$ cat config.mk
export PLATFORM = sky130hd
export DESIGN_NAME = quad_encoder_tx
export DESIGN_NICKNAME = d
export VERILOG_FILES = /design/src/rtl/quad_encoder_tx.sv
export SDC_FILE = /design/constraint.sdc
export NUM_CORES = 1
export LEC_CHECK = 0
export CORE_UTILIZATION = 64
export CTS_BUF_LIST = sky130_fd_sc_hd__clkbuf_4 sky130_fd_sc_hd__clkbuf_8 sky130_fd_sc_hd__clkbuf_16
export CTS_CLUSTER_SIZE = 24
export DETAILED_ROUTE_END_ITERATION = 16
export GPL_TIMING_DRIVEN = 0
export PLACE_DENSITY = 0.85
export SYNTH_ARGS = -nofsm -noshare
export SYNTH_HDL_FRONTEND = slang
export SYNTH_SLANG_ARGS = --single-unit
$ cat constraint.sdc
create_clock -name clk -period 9.9 [get_ports clk]
set_input_delay 0.99 -clock clk [delete_from_list [all_inputs] [get_ports clk]]
set_output_delay 0.99 -clock clk [all_outputs]
set_load 0.01 [all_outputs]
$ cat src/rtl/quad_encoder_tx.sv
// Quadrature transmitter emulating a rotary encoder: button or valid/ready step
// requests become a paced quadA/quadB Gray-code sequence plus a net step count.
module quad_encoder_tx #(
  parameter int unsigned STEP_DIV        = 8,
  parameter int unsigned DEBOUNCE_CYCLES = 16
) (
  input  logic        clk,
  input  logic        rst,
  input  logic        btn_up,
  input  logic        btn_down,
  input  logic        step_valid,
  input  logic        step_dir,
  output logic        step_ready,
  output logic        quadA,
  output logic        quadB,
  output logic [15:0] pos_count
);

  localparam logic [15:0] GapLoad = 16'(STEP_DIV - 1);
  localparam logic [15:0] DebLast = 16'(DEBOUNCE_CYCLES - 1);

  // Bit 0 is the up button, bit 1 the down button throughout.
  logic [1:0]  btnRaw;
  logic [1:0]  syncFirst;
  logic [1:0]  syncSecond;
  logic [1:0]  debLevel;
  logic [15:0] debCnt [2];
  logic [15:0] gapTimer;
  logic        stepTake;
  logic        stepDown;
  logic [1:0]  nextAb;

  assign btnRaw     = {btn_down, btn_up};
  assign step_ready = (gapTimer == 16'd0);

  // Two-flop synchronizer for the raw button inputs.
  always_ff @(posedge clk) begin
    if (rst) begin
      syncFirst  <= 2'b00;
      syncSecond <= 2'b00;
    end else begin
      syncFirst  <= btnRaw;
      syncSecond <= syncFirst;
    end
  end

  // Debounce: the accepted level flips only after a full run of stable disagreement.
  always_ff @(posedge clk) begin
    if (rst) begin
      debLevel <= 2'b00;
      for (int i = 0; i < 2; i++) begin
        debCnt[i] <= 16'd0;
      end
    end else begin
      for (int i = 0; i < 2; i++) begin
        if (syncSecond[i] == debLevel[i]) begin
          debCnt[i] <= 16'd0;
        end else if (debCnt[i] == DebLast) begin
          debLevel[i] <= ~debLevel[i];
          debCnt[i]   <= 16'd0;
        end else begin
          debCnt[i] <= debCnt[i] + 16'd1;
        end
      end
    end
  end

  // Arbitration: a handshake beats the buttons; conflicting buttons cancel out.
  always_comb begin
    stepTake = 1'b0;
    stepDown = 1'b0;
    if (gapTimer == 16'd0) begin
      if (step_valid) begin
        stepTake = 1'b1;
        stepDown = step_dir;
      end else if (debLevel == 2'b01) begin
        stepTake = 1'b1;
        stepDown = 1'b0;
      end else if (debLevel == 2'b10) begin
        stepTake = 1'b1;
        stepDown = 1'b1;
      end else begin
        stepTake = 1'b0;
        stepDown = 1'b0;
      end
    end else begin
      stepTake = 1'b0;
      stepDown = 1'b0;
    end
  end

  // Next {A,B}: increment walks 00-01-11-10, decrement walks it backwards.
  always_comb begin
    nextAb = 2'b00;
    case ({quadA, quadB})
      2'b00:   nextAb = stepDown ? 2'b10 : 2'b01;
      2'b01:   nextAb = stepDown ? 2'b00 : 2'b11;
      2'b11:   nextAb = stepDown ? 2'b01 : 2'b10;
      2'b10:   nextAb = stepDown ? 2'b11 : 2'b00;
      default: nextAb = 2'b00;
    endcase
  end

  // Phase outputs, step count and inter-edge gap timer.
  always_ff @(posedge clk) begin
    if (rst) begin
      quadA     <= 1'b0;
      quadB     <= 1'b0;
      pos_count <= 16'd0;
      gapTimer  <= 16'd0;
    end else if (stepTake) begin
      quadA     <= nextAb[1];
      quadB     <= nextAb[0];
      pos_count <= stepDown ? (pos_count - 16'd1) : (pos_count + 16'd1);
      gapTimer  <= GapLoad;
    end else if (gapTimer != 16'd0) begin
      gapTimer <= gapTimer - 16'd1;
    end else begin
      gapTimer <= 16'd0;
    end
  end

endmodule

# Yosys cells after proc, flatten, opt, wreduce, memory -nomap -nowiden
# Memories as Yosys holds them, arrays and structs flattened.
# Cells that the tools add are included.
[word_totals] regBits=40 mem_bits_rw=32 output_inout_bits=19 wordCells=86 memories=1
[mem_list] memory="debCnt" words=2 word_bits=16 rd=2 rd_clocked_by_memory_dff=0 write_ports=2 line="27" source="logic [15:0] debCnt [2];"
[op_classes] n_addsub=5 n_eq_ne=9 muxes=45 n_bitwise=11 reduce_logical=6
[ops] operator="two-way mux 16 bit" count=7
[ops] operator="adder 16 x 1 -> 16 bit (second input constant)" count=3
[ops] operator="== test 16 x 4 -> 1 bit (second input constant)" count=2
[ops] operator="subtractor 16 x 1 -> 16 bit (second input constant)" count=2
[ops] operator="two-way mux 1 bit" count=31
[ops] operator="logical NOT 16 bit" count=1
[ops] operator="nonzero test 16 bit" count=1
[ops] operator="two-way mux 2 bit" count=4
[ops] operator="case mux 2 bit (4 select lines)" count=1
[ops] operator="== test 2 bit (second input constant)" count=3
[ops] operator="two-way mux 3 bit" count=2
[ops] operator="OR 1 bit" count=6
[ops] operator="inverter 1 bit" count=5
[ops] operator="== test 2 x 1 -> 1 bit (second input constant)" count=2
[ops] operator="AND reduction 2 bit" count=2
[ops] operator="OR reduction 3 bit" count=1
[ops] operator="== test 1 bit" count=2
[ops] operator="logical NOT 2 bit" count=1

# Logic depth before layout (Yosys ltp)
# An unclocked memory read counts as a cell.
[depth] word_depth=8 depth_mapped=13 depth_no_buf=12

# Least setup slack after synthesis
# No wires, ideal clock.
[synth_timing] path_type="register to register" from="reg gapTimer[0]" to="reg pos_count[12]" arrival_time_ns=3.975 required_ns=9.826 path_slack_ns=5.851 stages_incl_launch_ff=13 path_buffers=0 period_less_slack_ns=4.049 path_cell_list="dfxtp_1 > inv_1 > ha_1 > nor3b_4 > nor3b_1 > nand3_1 > nor2_1 > ha_1 > a21o_1 > a221oi_1 > nor3_1 > or4_1 > a31oi_1"
[synth_between] elab_chain_cells=3 word_cells_on_any_way=4 cone_classes="3 x mux; 1 x reduce/logical"
[synth_lines] item="start, declared" line="28" source="logic [15:0] gapTimer;"
[synth_lines] item="start signal, assigned" line="115" source="gapTimer <= GapLoad;"
[synth_lines] item="start signal, assigned" line="117" source="gapTimer <= gapTimer - 16'd1;"
[synth_lines] item="logical NOT 16 bit (*)" line="72" source="if (gapTimer == 16'd0) begin"
[synth_lines] item="two-way mux 1 bit" line="72"
[synth_lines] item="two-way mux 16 bit" line="114" source="pos_count <= stepDown ? (pos_count - 16'd1) : (pos_count + 16'd1);"
[synth_lines] item="end signal, assigned" line="114"
[synth_lines] item="end, declared" line="16" source="output logic [15:0] pos_count"
# Every way passes the cells marked *; elsewhere a longest branch is shown, timed or not.
# A chain may end at the register's enable or synchronous reset.

# Final worst setup path
# Same ends and word-level chain as after synthesis.

==> results.json <==
{
  "path_clk_slew_ns": 0.07,
  "die_area_mm2": 0.00664,
  "fin_cells": 579,
  "setup_viol": 0,
  "fin_skew_ns": 0.00640,
  "track_usage_pct": 26.0,
  "finalInstanceArea_mm2": 0.00474,
  "ys_seq_area_share_pct": 43.5,
  "syn_avg_cell_area_um2": 9.34,
  "layout.nets": 524,
  "placed_area_mm2": 0.00450,
  "antenna_cells": 0,
  "portBuffers": 24,
  "ys_ff_latch": 72,
  "area_delta_synth_final_pct": 17.2,
  "preCtsSetupSlack_ns": 4.94,
  "leakagePower_nw": 1.82,
  "cts-resized-gates": 0,
  "cp-end-kind": "register",
  "synth_largest_area_cell": "edfxtp_1",
  "hpwl_um": 5710,
  "status": "complete, no violations",
  "maxSlewViolCount": 0,
  "coreArea_mm2": 0.00603,
  "worstPathArrival_ns": 5.33,
  "max-vdd-ir-drop_v": 0.000204,
  "final_cell_mix": "nor2_1 (50), nand2_1 (40), dfxtp_1 (40)",
  "period_share_pct": 51.2,
  "synthCells": 433,
  "required_ns": 10.16,
  "drtPass1Iterations": 5,
  "synth_edf_count": 32,
  "yosys.cell_types.count": 46,
  "cp-start-kind": "register",
  "synth_top_cell_area_share_pct": 23.7,
  "whs_ns": 0.450,
  "rsz0062_at_grt": "false",
  "rows": 28,
  "grt_pass1_vias": 3040,
  "min_period_ns": 5.07,
  "layout_commonest_cell": "nor2_1",
  "die_h_um": 81.5,
  "grt_pass1_wl_um": 13200,
  "slew_headroom_pct": 20.5,
  "ys.warnings.count": 0,
  "drtIter0Drc": 122,
  "overflow": 0,
  "ant_nets": 0,
  "pin_count": 25,
  "worst_slack_ns": 4.83,
  "clk_path_buf_depth": 2,
  "synthFlopType": "dfxtp_1",
  "viasPerCell": 5.73,
  "htreeDepth": 3,
  "worstPathMaxFanout": 15,
  "ys_top_cells_by_area": "edfxtp_1 (24%), dfxtp_1 (20%), xnor2_1 (6.9%)",
  "fin_setup_tns_ns": 0,
  "crit_type": "reg -> reg",
  "fmax_mhz": 197,
  "gp_congestion": 0.894,
  "cellPowerDensity_mw_per_mm2": 194,
  "hold_viol": 0,
  "hold_buffers": 0,
  "cts_tree": "built",
  "route.detailed.drc": 0,
  "wl_per_cell_um": 13.8,
  "drive_above_1_share_pct": 4.96,
  "vias": 3316,
  "synth_area_mm2": 0.00405,
  "max_cap_violations": 0,
  "tightest_slew_ns": 1.19,
  "clk_latency_ns": 0.34,
  "clock-root-buffer": "clkbuf_8",
  "place_inst": 563,
  "grt_max_degree": 16,
  "start_util_pct": 67.2,
  "die_w_um": 81.5,
  "postCtsSetupRepairBufs": 0,
  "cts.sinks": 72,
  "synthArstFlopShare_pct": 0,
  "numCtsBuffers": 9,
  "min-delay-path-class": "reg -> reg",
  "antenna_found_initial": 0,
  "routed_wl_um": 8010
}
-- final cells by class --
class | count | area [µm²]
plain buffers | 14 | 60.1
clock buffers | 12 | 170
clock inverters | 4 | 73.8
fillers | 429 | 1280
inverters | 14 | 52.6
multi-input cells | 364 | 2290
flip-flops and latches | 72 | 1760
well taps | 75 | 93.8
repair buffers | 24 | 240
-- state kept, by name (all words and copies together), names as in the netlist --
signal / count
syncSecond: 2
pos_count: 16
gapTimer: 16
syncFirst: 2
quadA: 1
debCnt: 32
debLevel: 2
quadB: 1
-- power breakdown --
group	switching, mW	total (mW)	internal, mW
logic	0.139	0.255	0.116
registers	0.0442	0.390	0.346
clock network	0.108	0.275	0.167
-- synth_stat cells (2+ instances only) --
library cell	n
xor2_1	17
nor4_1	10
nor2_1	50
nand2b_1	4
dfxtp_1	40
o2111ai_1	2
xnor2_1	32
ha_1	18
a31o_2	2
inv_1	14
and4_1	4
and3_1	11
a21oi_1	29
nand2_1	40
nand3b_1	7
mux2i_1	5
a211oi_1	2
or4_1	4
clkbuf_1	13
or3_1	8
nor2b_1	5
nor3b_1	2
nor4_4	2
nor3_1	7
o211ai_1	3
o221ai_1	3
nand4_1	11
a21o_1	4
a31oi_1	4
edfxtp_1	32
or2b_1	2
nand3_1	12
o21ai_0	21
-- worst max-delay path, stage by stage (launching register included) --
cell      delay [ns]
dfxtp_1         0.32
inv_1           0.07
ha_1            0.18
nor3b_4         0.30
nor3b_1         0.80
nand3_1         0.22
nor2_1          0.96
ha_1            0.45
a21o_1          0.20
a221oi_1        0.69
nor3_1          0.15
or4_1           0.49
a31oi_1         0.16
-- worst paths after layout --
kind | startpoint | end | slack (ns) | depth (start not counted)
setup / recovery | gapTimer[0] | pos_count[12] | 4.83 | 12
hold / removal | syncFirst[1] | syncSecond[1] | 0.45 | 1
setup reg to reg | gapTimer[0] | pos_count[12] | 4.83 | 12
hold reg to reg | syncFirst[1] | syncSecond[1] | 0.45 | 1
-- metal layers --
layer,wire (µm),share of wire [%],up-vias,GRT usage [%]
met5,0,0,-,0
met4,110,1.4,0,8.93
met3,346,4.3,9,6.78
met2,3860,48,85,44.7
met1,3700,46,1559,31.4
li1,-,-,1663,-
-- cell families after synthesis --
group / share of synthesized area, %
simple gates: 24.8
compound gates: 10.6
flops: 43.5
xor+xnor: 10.6
buf+inv: 2.78
fa+ha+maj: 6.06
mux: 1.52
other cells: 0.0927
-- through the flow --
step	power, mW	utilization, %
after floorplan	0.586	-
after global placement	0.638	74.6
after detailed placement	0.648	74.6
after CTS	0.924	78.7
after global routing	0.968	78.7
final	0.920	78.7
No activity file was read; power rests on OpenSTA's default activity.
